File: src/rtl/tuner_phy_ctrl_arb_multi.sv
// tuner_phy_ctrl_arb_multi: NUM_CH-way arbiter sequencing shared tuner DAC updates and power detects
module tuner_phy_ctrl_arb_multi #(
   parameter int NUM_CH         = 4,
   parameter int CODE_WIDTH     = 8,
   parameter int PWR_WIDTH      = 8,
   parameter int SETTLE_CYCLES  = 4,
   parameter int DETECT_TIMEOUT = 64,
   parameter int PRIO_MODE      = 0
) (
   input  logic                         clk,
   input  logic                         rst_n,
   input  logic [NUM_CH-1:0]            i_req,
   input  logic [NUM_CH*CODE_WIDTH-1:0] i_code,
   output logic [NUM_CH-1:0]            o_gnt,
   output logic [CODE_WIDTH-1:0]        o_tuner_code,
   output logic                         o_tuner_valid,
   output logic                         o_detect_req,
   input  logic                         i_detect_valid,
   input  logic [PWR_WIDTH-1:0]         i_detect_pwr,
   output logic [NUM_CH-1:0]            o_rsp_valid,
   output logic [CODE_WIDTH-1:0]        o_rsp_code,
   output logic [PWR_WIDTH-1:0]         o_rsp_pwr,
   output logic                         o_rsp_err,
   output logic [1:0]                   o_state
);
   localparam int IW = $clog2(NUM_CH);
   localparam int SW = SETTLE_CYCLES > 0 ? $clog2(SETTLE_CYCLES + 1) : 1;
   localparam int TW = $clog2(DETECT_TIMEOUT + 1);
   typedef enum logic [1:0] {INIT = 2'b00, TUNE = 2'b01, SYNC = 2'b10, COMMIT = 2'b11} state_t;
   state_t                state_q, state_d;
   logic [IW-1:0]         ptr_q, ptr_d, win_q, win_d, sel, base;
   logic [CODE_WIDTH-1:0] code_q, code_d;
   logic [SW-1:0]         settle_q, settle_d;
   logic [TW-1:0]         tmo_q, tmo_d;
   logic [PWR_WIDTH-1:0]  pwr_q, pwr_d;
   logic                  err_q, err_d, any;
   logic [NUM_CH-1:0]     onehot;
   // Pick the first requester at or after base; walking downward lets the smallest offset overwrite
   always_comb begin
      base = PRIO_MODE != 0 ? '0 : ptr_q;
      sel  = '0;
      any  = 1'b0;
      for (int i = NUM_CH - 1; i >= 0; i--) begin
         if (i_req[IW'((int'(base) + i) % NUM_CH)]) begin
            sel = IW'((int'(base) + i) % NUM_CH);
            any = 1'b1;
         end
      end
   end
   // Transaction sequencer: latch winner, update DAC, settle, detect with timeout, respond
   always_comb begin
      state_d  = state_q;
      ptr_d    = ptr_q;
      win_d    = win_q;
      code_d   = code_q;
      settle_d = settle_q;
      tmo_d    = tmo_q;
      pwr_d    = pwr_q;
      err_d    = err_q;
      case (state_q)
         INIT: if (any) begin
            win_d   = sel;
            code_d  = i_code[int'(sel)*CODE_WIDTH +: CODE_WIDTH];
            state_d = TUNE;
         end
         TUNE: begin
            settle_d = SW'(SETTLE_CYCLES);
            tmo_d    = '0;
            state_d  = SYNC;
         end
         SYNC: begin
            if (settle_q != '0) settle_d = settle_q - SW'(1);
            else if (i_detect_valid) begin
               pwr_d   = i_detect_pwr;
               err_d   = 1'b0;
               state_d = COMMIT;
            end else begin
               tmo_d = tmo_q + TW'(1);
               if (tmo_d == TW'(DETECT_TIMEOUT)) begin
                  pwr_d   = '0;
                  err_d   = 1'b1;
                  state_d = COMMIT;
               end
            end
         end
         default: begin
            ptr_d   = int'(win_q) == NUM_CH - 1 ? '0 : win_q + IW'(1);
            state_d = INIT;
         end
      endcase
   end
   // State and datapath registers
   always_ff @(posedge clk or negedge rst_n) begin
      if (!rst_n) begin
         state_q  <= INIT;
         ptr_q    <= '0;
         win_q    <= '0;
         code_q   <= '0;
         settle_q <= '0;
         tmo_q    <= '0;
         pwr_q    <= '0;
         err_q    <= 1'b0;
      end else begin
         state_q  <= state_d;
         ptr_q    <= ptr_d;
         win_q    <= win_d;
         code_q   <= code_d;
         settle_q <= settle_d;
         tmo_q    <= tmo_d;
         pwr_q    <= pwr_d;
         err_q    <= err_d;
      end
   end
   // Outputs decoded from registered state so they are glitch-free per cycle
   always_comb begin
      onehot        = NUM_CH'(1) << win_q;
      o_gnt         = state_q != INIT ? onehot : '0;
      o_rsp_valid   = state_q == COMMIT ? onehot : '0;
      o_rsp_code    = state_q == COMMIT ? code_q : '0;
      o_rsp_pwr     = state_q == COMMIT ? pwr_q : '0;
      o_rsp_err     = state_q == COMMIT ? err_q : 1'b0;
      o_tuner_code  = code_q;
      o_tuner_valid = state_q == TUNE;
      o_detect_req  = state_q == SYNC && settle_q == '0;
      o_state       = state_q;
   end
endmodule

File: config.mk
export PLATFORM = sky130hd
export DESIGN_NAME = tuner_phy_ctrl_arb_multi
export DESIGN_NICKNAME = d
export VERILOG_FILES = /design/src/rtl/tuner_phy_ctrl_arb_multi.sv
export SDC_FILE = /design/constraint.sdc
export NUM_CORES = 1
export LEC_CHECK = 0
export ABC_AREA = 1
export CORE_MARGIN = 2
export CORE_UTILIZATION = 41
export CTS_BUF_LIST = sky130_fd_sc_hd__clkbuf_16
export DETAILED_ROUTE_END_ITERATION = 12
export HOLD_SLACK_MARGIN = 0.02
export PLACE_DENSITY = 0.88
export RECOVER_POWER = 100
export SKIP_CTS_REPAIR_TIMING = 1
export SKIP_LAST_GASP = 1
export SYNTH_ARGS = -nofsm -noshare
export SYNTH_HDL_FRONTEND = slang
export SYNTH_SLANG_ARGS = --single-unit
export TNS_END_PERCENT = 50
File: constraint.sdc
create_clock -name clk -period 1.7 [get_ports clk]
set_input_delay 0.17 -clock clk [delete_from_list [all_inputs] [get_ports clk]]
set_output_delay 0.17 -clock clk [all_outputs]
set_load 0.02 [all_outputs]
### Word level (Yosys, flattened, before mapping)

Index checks and enable logic that the tools add are counted.
Widths: inputs -> output; s select.

* output and inout port bits: 37
* input bits: 47
* word-level logic and storage cells: 84
* flip-flop bits (word level): 33

* order comparisons: 4
* reduce and logical (&&, ||, !) cells: 13
* equal/unequal tests: 10
* bitwise gates (word level): 1
* mux-type cells: 40
* add/sub/neg operators: 6
* shifts and indexed selects: 2

Operators with widths (count)
* $mux 8: 4
* $shiftx 32x6->8: 1
* $mux 2: 9
* $lt 2x4->1 const B: 4
* $mux 1: 15
* $mux 7: 2
* $pmux 7 s2: 1
* $reduce_and 3->1: 3
* $bmux 1 s2: 4
* $mux 4: 2
* $ne 2x2->1 const B: 4
* $add 7x1->7 const B: 1
* $eq 7x7->1 const B: 1
* $pmux 2 s3: 1
* $pmux 3 s2: 1
* $reduce_bool 2->1: 3
* $add 2x1->2 const B: 2
* $add 2x2->2 const B: 2
* $eq 2x1->1 const B: 2
* $eq 2x2->1 const B: 2
* $reduce_and 2->1: 2
* $shl 1x2->4 const A: 1
* $logic_not 3->1: 1
* $mux 3: 1
* other kinds (7): 7

### Logic depth before layout (Yosys ltp)

* depth in word-level cells: 10
* gate-level depth with buffers: 15
* mapped depth without buffers: 14

### Worst setup path after synthesis

Ideal clock, no wire load.

* path kind: reg-to-reg
* start point: register state_q[0] (netlist: o_state[0])
* end point: register tmo_q[4]
* library setup time: 0.083 ns
* data required time: 1.617 ns
* stages on the path, launching flop included: 8
* slack: -0.147 ns
* arrival: 1.764 ns
* clock period less this slack: 1.847 ns
* path buffers: 1
* cells stage by stage: dfrtp_1 inv_1 ha_1 inv_1 nor2_1 clkbuf_1 nand3_1 o21ai_0

* longest elaborated chain between the ends: 3
* elaborated cells on any way between the ends: 7
* classes of those cells: 4 x eq/ne; 1 x mux; 2 x reduce/logical

Ends and longest elaborated chain
* start: declaration: RTL line 30 `state_t state_q, state_d;`
* start signal: assignment: RTL line 104 `state_q <= state_d;`
* $eq 2x2->1 / $eq 2x1->1 (equally long branches): RTL line 60 `case (state_q)`
* $ne 2x2->1 (no source line) / $reduce_bool 2->1 (equally long branches)
* $reduce_and 3->1 (no source line)
* end signal: assignment: RTL line 109 `tmo_q <= tmo_d;`
* end: declaration: RTL line 34 `logic [TW-1:0] tmo_q, tmo_d;`

Several ways; a longest one is shown, not always the timed one.
A chain may end at the register's enable or synchronous reset.

### Final worst setup path

* start point: register ptr_q[0] (netlist: base[0])
* end point: register code_q[2] (netlist: o_tuner_code[2])

* longest elaborated chain between the ends: 9
* elaborated cells on any way between the ends: 25
* classes of those cells: 3 x add/sub; 1 x shift; 20 x mux; 1 x reduce/logical

Ends and longest elaborated chain
* start: declaration: RTL line 31 `logic [IW-1:0] ptr_q, ptr_d, win_q, win_d, sel, base;`
* start signal: assignment: RTL line 105 `ptr_q <= ptr_d;`
* $add 2x2->2: RTL line 44, 45
* $bmux 1 s2: RTL line 44 `if (i_req[IW'((int'(base) + i) % NUM_CH)]) begin`
* $mux 1 (not written as such) (2 in series): RTL line 44
* $mux 2 / $mux 1 (equally long branches) (4 in series): RTL line 44
* $shiftx 32x6->8 / $reduce_and 2->1 (equally long branches)
* end signal: assignment: RTL line 107 `code_q <= code_d;`
* end: declaration: RTL line 32 `logic [CODE_WIDTH-1:0] code_q, code_d;`

Several ways; a longest one is shown, not always the timed one. The select of a mux whose other input is x is not followed.

==> impl_metrics.yaml <==
place:
  port_buffers: 83
  preCtsSetupSlack_ps: -177
  dp_cells: 514
  place_congestion: 0.864
  place_area_sq_um: 3440
  hpwl_um: 5080
synthesis:
  synthDistinctLibCells: 30
  ys_seq_area_share_pct: 34.8
  synth_fp_nets: 402
  yosys.area.top_type: "dfrtp_1"
  avgSynthCellArea_sq_um: 6.92
  netlist_top_cells_area: "dfrtp_1, nand2_1, inv_1"
  ys_ff_latch: 33
  syn_inst: 343
  ys_warn_count: 0
  syn_area_sq_um: 2370
  synth_top_area_share_pct: 34.8
critical_path:
  crit_buf_inv: 3
  worstPathArrival_ps: 2070
  path_cells: "buf_6, nand2_2, nand3_1, nand2_1, inv_2, nand2_2, nand2_4, nand2_8, clkbuf_2, or2_1, nand3_1, nand3_1"
  crit_type: "flop to flop"
  cp_slowest_cell: "dfrtp_2"
  worst-endpoint-required_ps: 1850
  setup.worst_path.start_class: "flop"
  cp-end-kind: "flop"
  critPathMaxStageDelay_ps: 470
  worstPathMaxFanout: 7
  cpLargestDelayFamily: "simple AND/OR/NAND/NOR gates"
  crit_top_cell: "nand3_1"
sta:
  setup_slack_ps: -214
  finalClockSkew_ps: 1.47
  hold_viol_final: 0
  max_freq_mhz: 522
  period_minus_slack_ps: 1910
  rsz0062_at_grt: "true"
  worst_slew_pin_slew_ps: 859
  tns_ps: -2750
  holdWs_ps: 448
  setup_violations: 28
  maxSlewHeadroom_pct: 42.7
  maxSlewViolCount: 0
  finalCritPeriodShare_pct: 113
global_route:
  grt_util_met2_pct: 36.2
  grt_pass1_vias: 2519
  overflow: 0
  grt_use_total_pct: 21.3
  busiest_layer: "met2"
  grt_pass1_wl_um: 10800
  use_met1_pct: 24.9
  gr-usage-met3_pct: 4.61
  grt_max_degree: 34
  antenna_found_initial: 0
finish:
  fin_cells: 529
  areaGrowthSynthToFinish_pct: 60.7
  stdcell_area_sq_um: 3810
  drive_above_1_share_pct: 19.3
  nFillCells: 443
  fin_util_pct: 68.8
  antenna_cells: 0
  mostFrequentLayoutCell: "nand2_1"
  num-nets-final: 515
  final_cell_mix: "nand2_1, inv_1, clkdlybuf4s50_1"
job:
  drv_cap: 0
floorplanning:
  ios: 84
  dieWidth_um: 80.1
  fp.dieH_um: 80.1
  rows: 27
  core_sq_um: 5540
  die_area_sq_um: 6410
  start_util_pct: 42.8
route:
  drtPass1Iterations: 5
  drt_iter0_drc: 181
  routed_wirelength_um: 7070
  vias: 2600
  vias_per_cell: 4.91
  drc: 0
  wl_per_cell_um: 13.4
  drt.antenna.violating_nets: 0
clock_network:
  clk_latency_ps: 280
  cts.reportedPaths.clkPinSlew_ps: 50
  cts.path.max_buffers: 2
  cts_tree: "yes"
  cts_htree_levels: 2
  cts_root_buf: "clkbuf_16"
  cts.sinks: 33
  numCtsBuffers: 5
run_status:
  violations: "setup timing"
  outcome: "complete, but fails checks"
power_and_ir_drop:
  vdd_drop_max_uv: 1180
  power.total_mw: 7.28
  powerDensity_nw_per_um2: 1910
  cellLeakagePower_nw: 2.38
hold_path:
  hp-class: "input pin to flop"
power by group:
| part | internal [mW] | total (mW) | leakage [nW] | switching (mW) |
|---|---|---|---|---|
| logic | 2.12 | 4.86 | 1.89 | 2.74 |
| registers | 1.12 | 1.41 | 0.410 | 0.294 |
| clock network | 0.680 | 0.999 | 0.0826 | 0.319 |
final timing paths:
kind / start / endpoint / slack [ps] / cells past startpoint
max: base[0] / o_tuner_code[2] / -210 / 12
min: i_detect_pwr[3] / pwr_q[3] / 450 / 3
max reg2reg: base[0] / o_tuner_code[2] / -210 / 12
min reg2reg: pwr_q[2] / pwr_q[2] / 470 / 2
max in group asynchronous: rst_n / o_state[1] / 570 / 2
min in group asynchronous: rst_n / base[0] / 550 / 2
synthesized netlist by cell type (all sizes together):
cell type and instances:
inv 73, nor2 20, buf 4, clkbuf 4, o22ai 1, nand2 112, a21oi 3, xnor2 1
dfrtp 33, o21ai 13, o31ai 1, nand4 1, a32o 1, nand3 50, xor2 4, or2 7
nor3 2, a31oi 1, ha 12
routing by layer:
layer	vias to the layer above	routed length [um]
met5	-	0
met4	0	177
met3	19	399
met2	106	3630
met1	1208	2860
li1	1267	-
registers in the layout (all words and copies together) (netlist names):
| register | flops |
|---|---|
| base | 2 |
| err_q | 1 |
| o_state | 2 |
| o_tuner_code | 8 |
| pwr_q | 8 |
| settle_q | 3 |
| tmo_q | 7 |
| win_q | 2 |
kinds of logic after synthesis:
kind of cell	count (synthesis)	synth area share, %
and+or+nand+nor	192	38.2
adders and majority gates	12	6.33
DFF	33	34.8
buffers and inverters	81	14.2
AOI/OAI and AO/OA	20	4.64
xor gates and xnor gates	5	1.84
final cells by class:
type | instances | area, sq um | area share (%)
Clock inverter | 3 | 37.5 | 0.984
Timing Repair Buffer | 114 | 1130 | 29.7
Inverter | 73 | 284 | 7.45
Clock buffer | 5 | 125 | 3.28
Tap cell | 72 | 90.1 | 2.36
Multi-Input combinational cell | 229 | 1320 | 34.5
Sequential cell | 33 | 828 | 21.7
worst register-to-register path, delay by kind of cell (launching register included):
family	cells	cell delay [ps]
buffers and inverters	3	410
and+or+nand+nor	9	910
DFF	1	470
No activity file was read; power rests on OpenSTA's default activity.
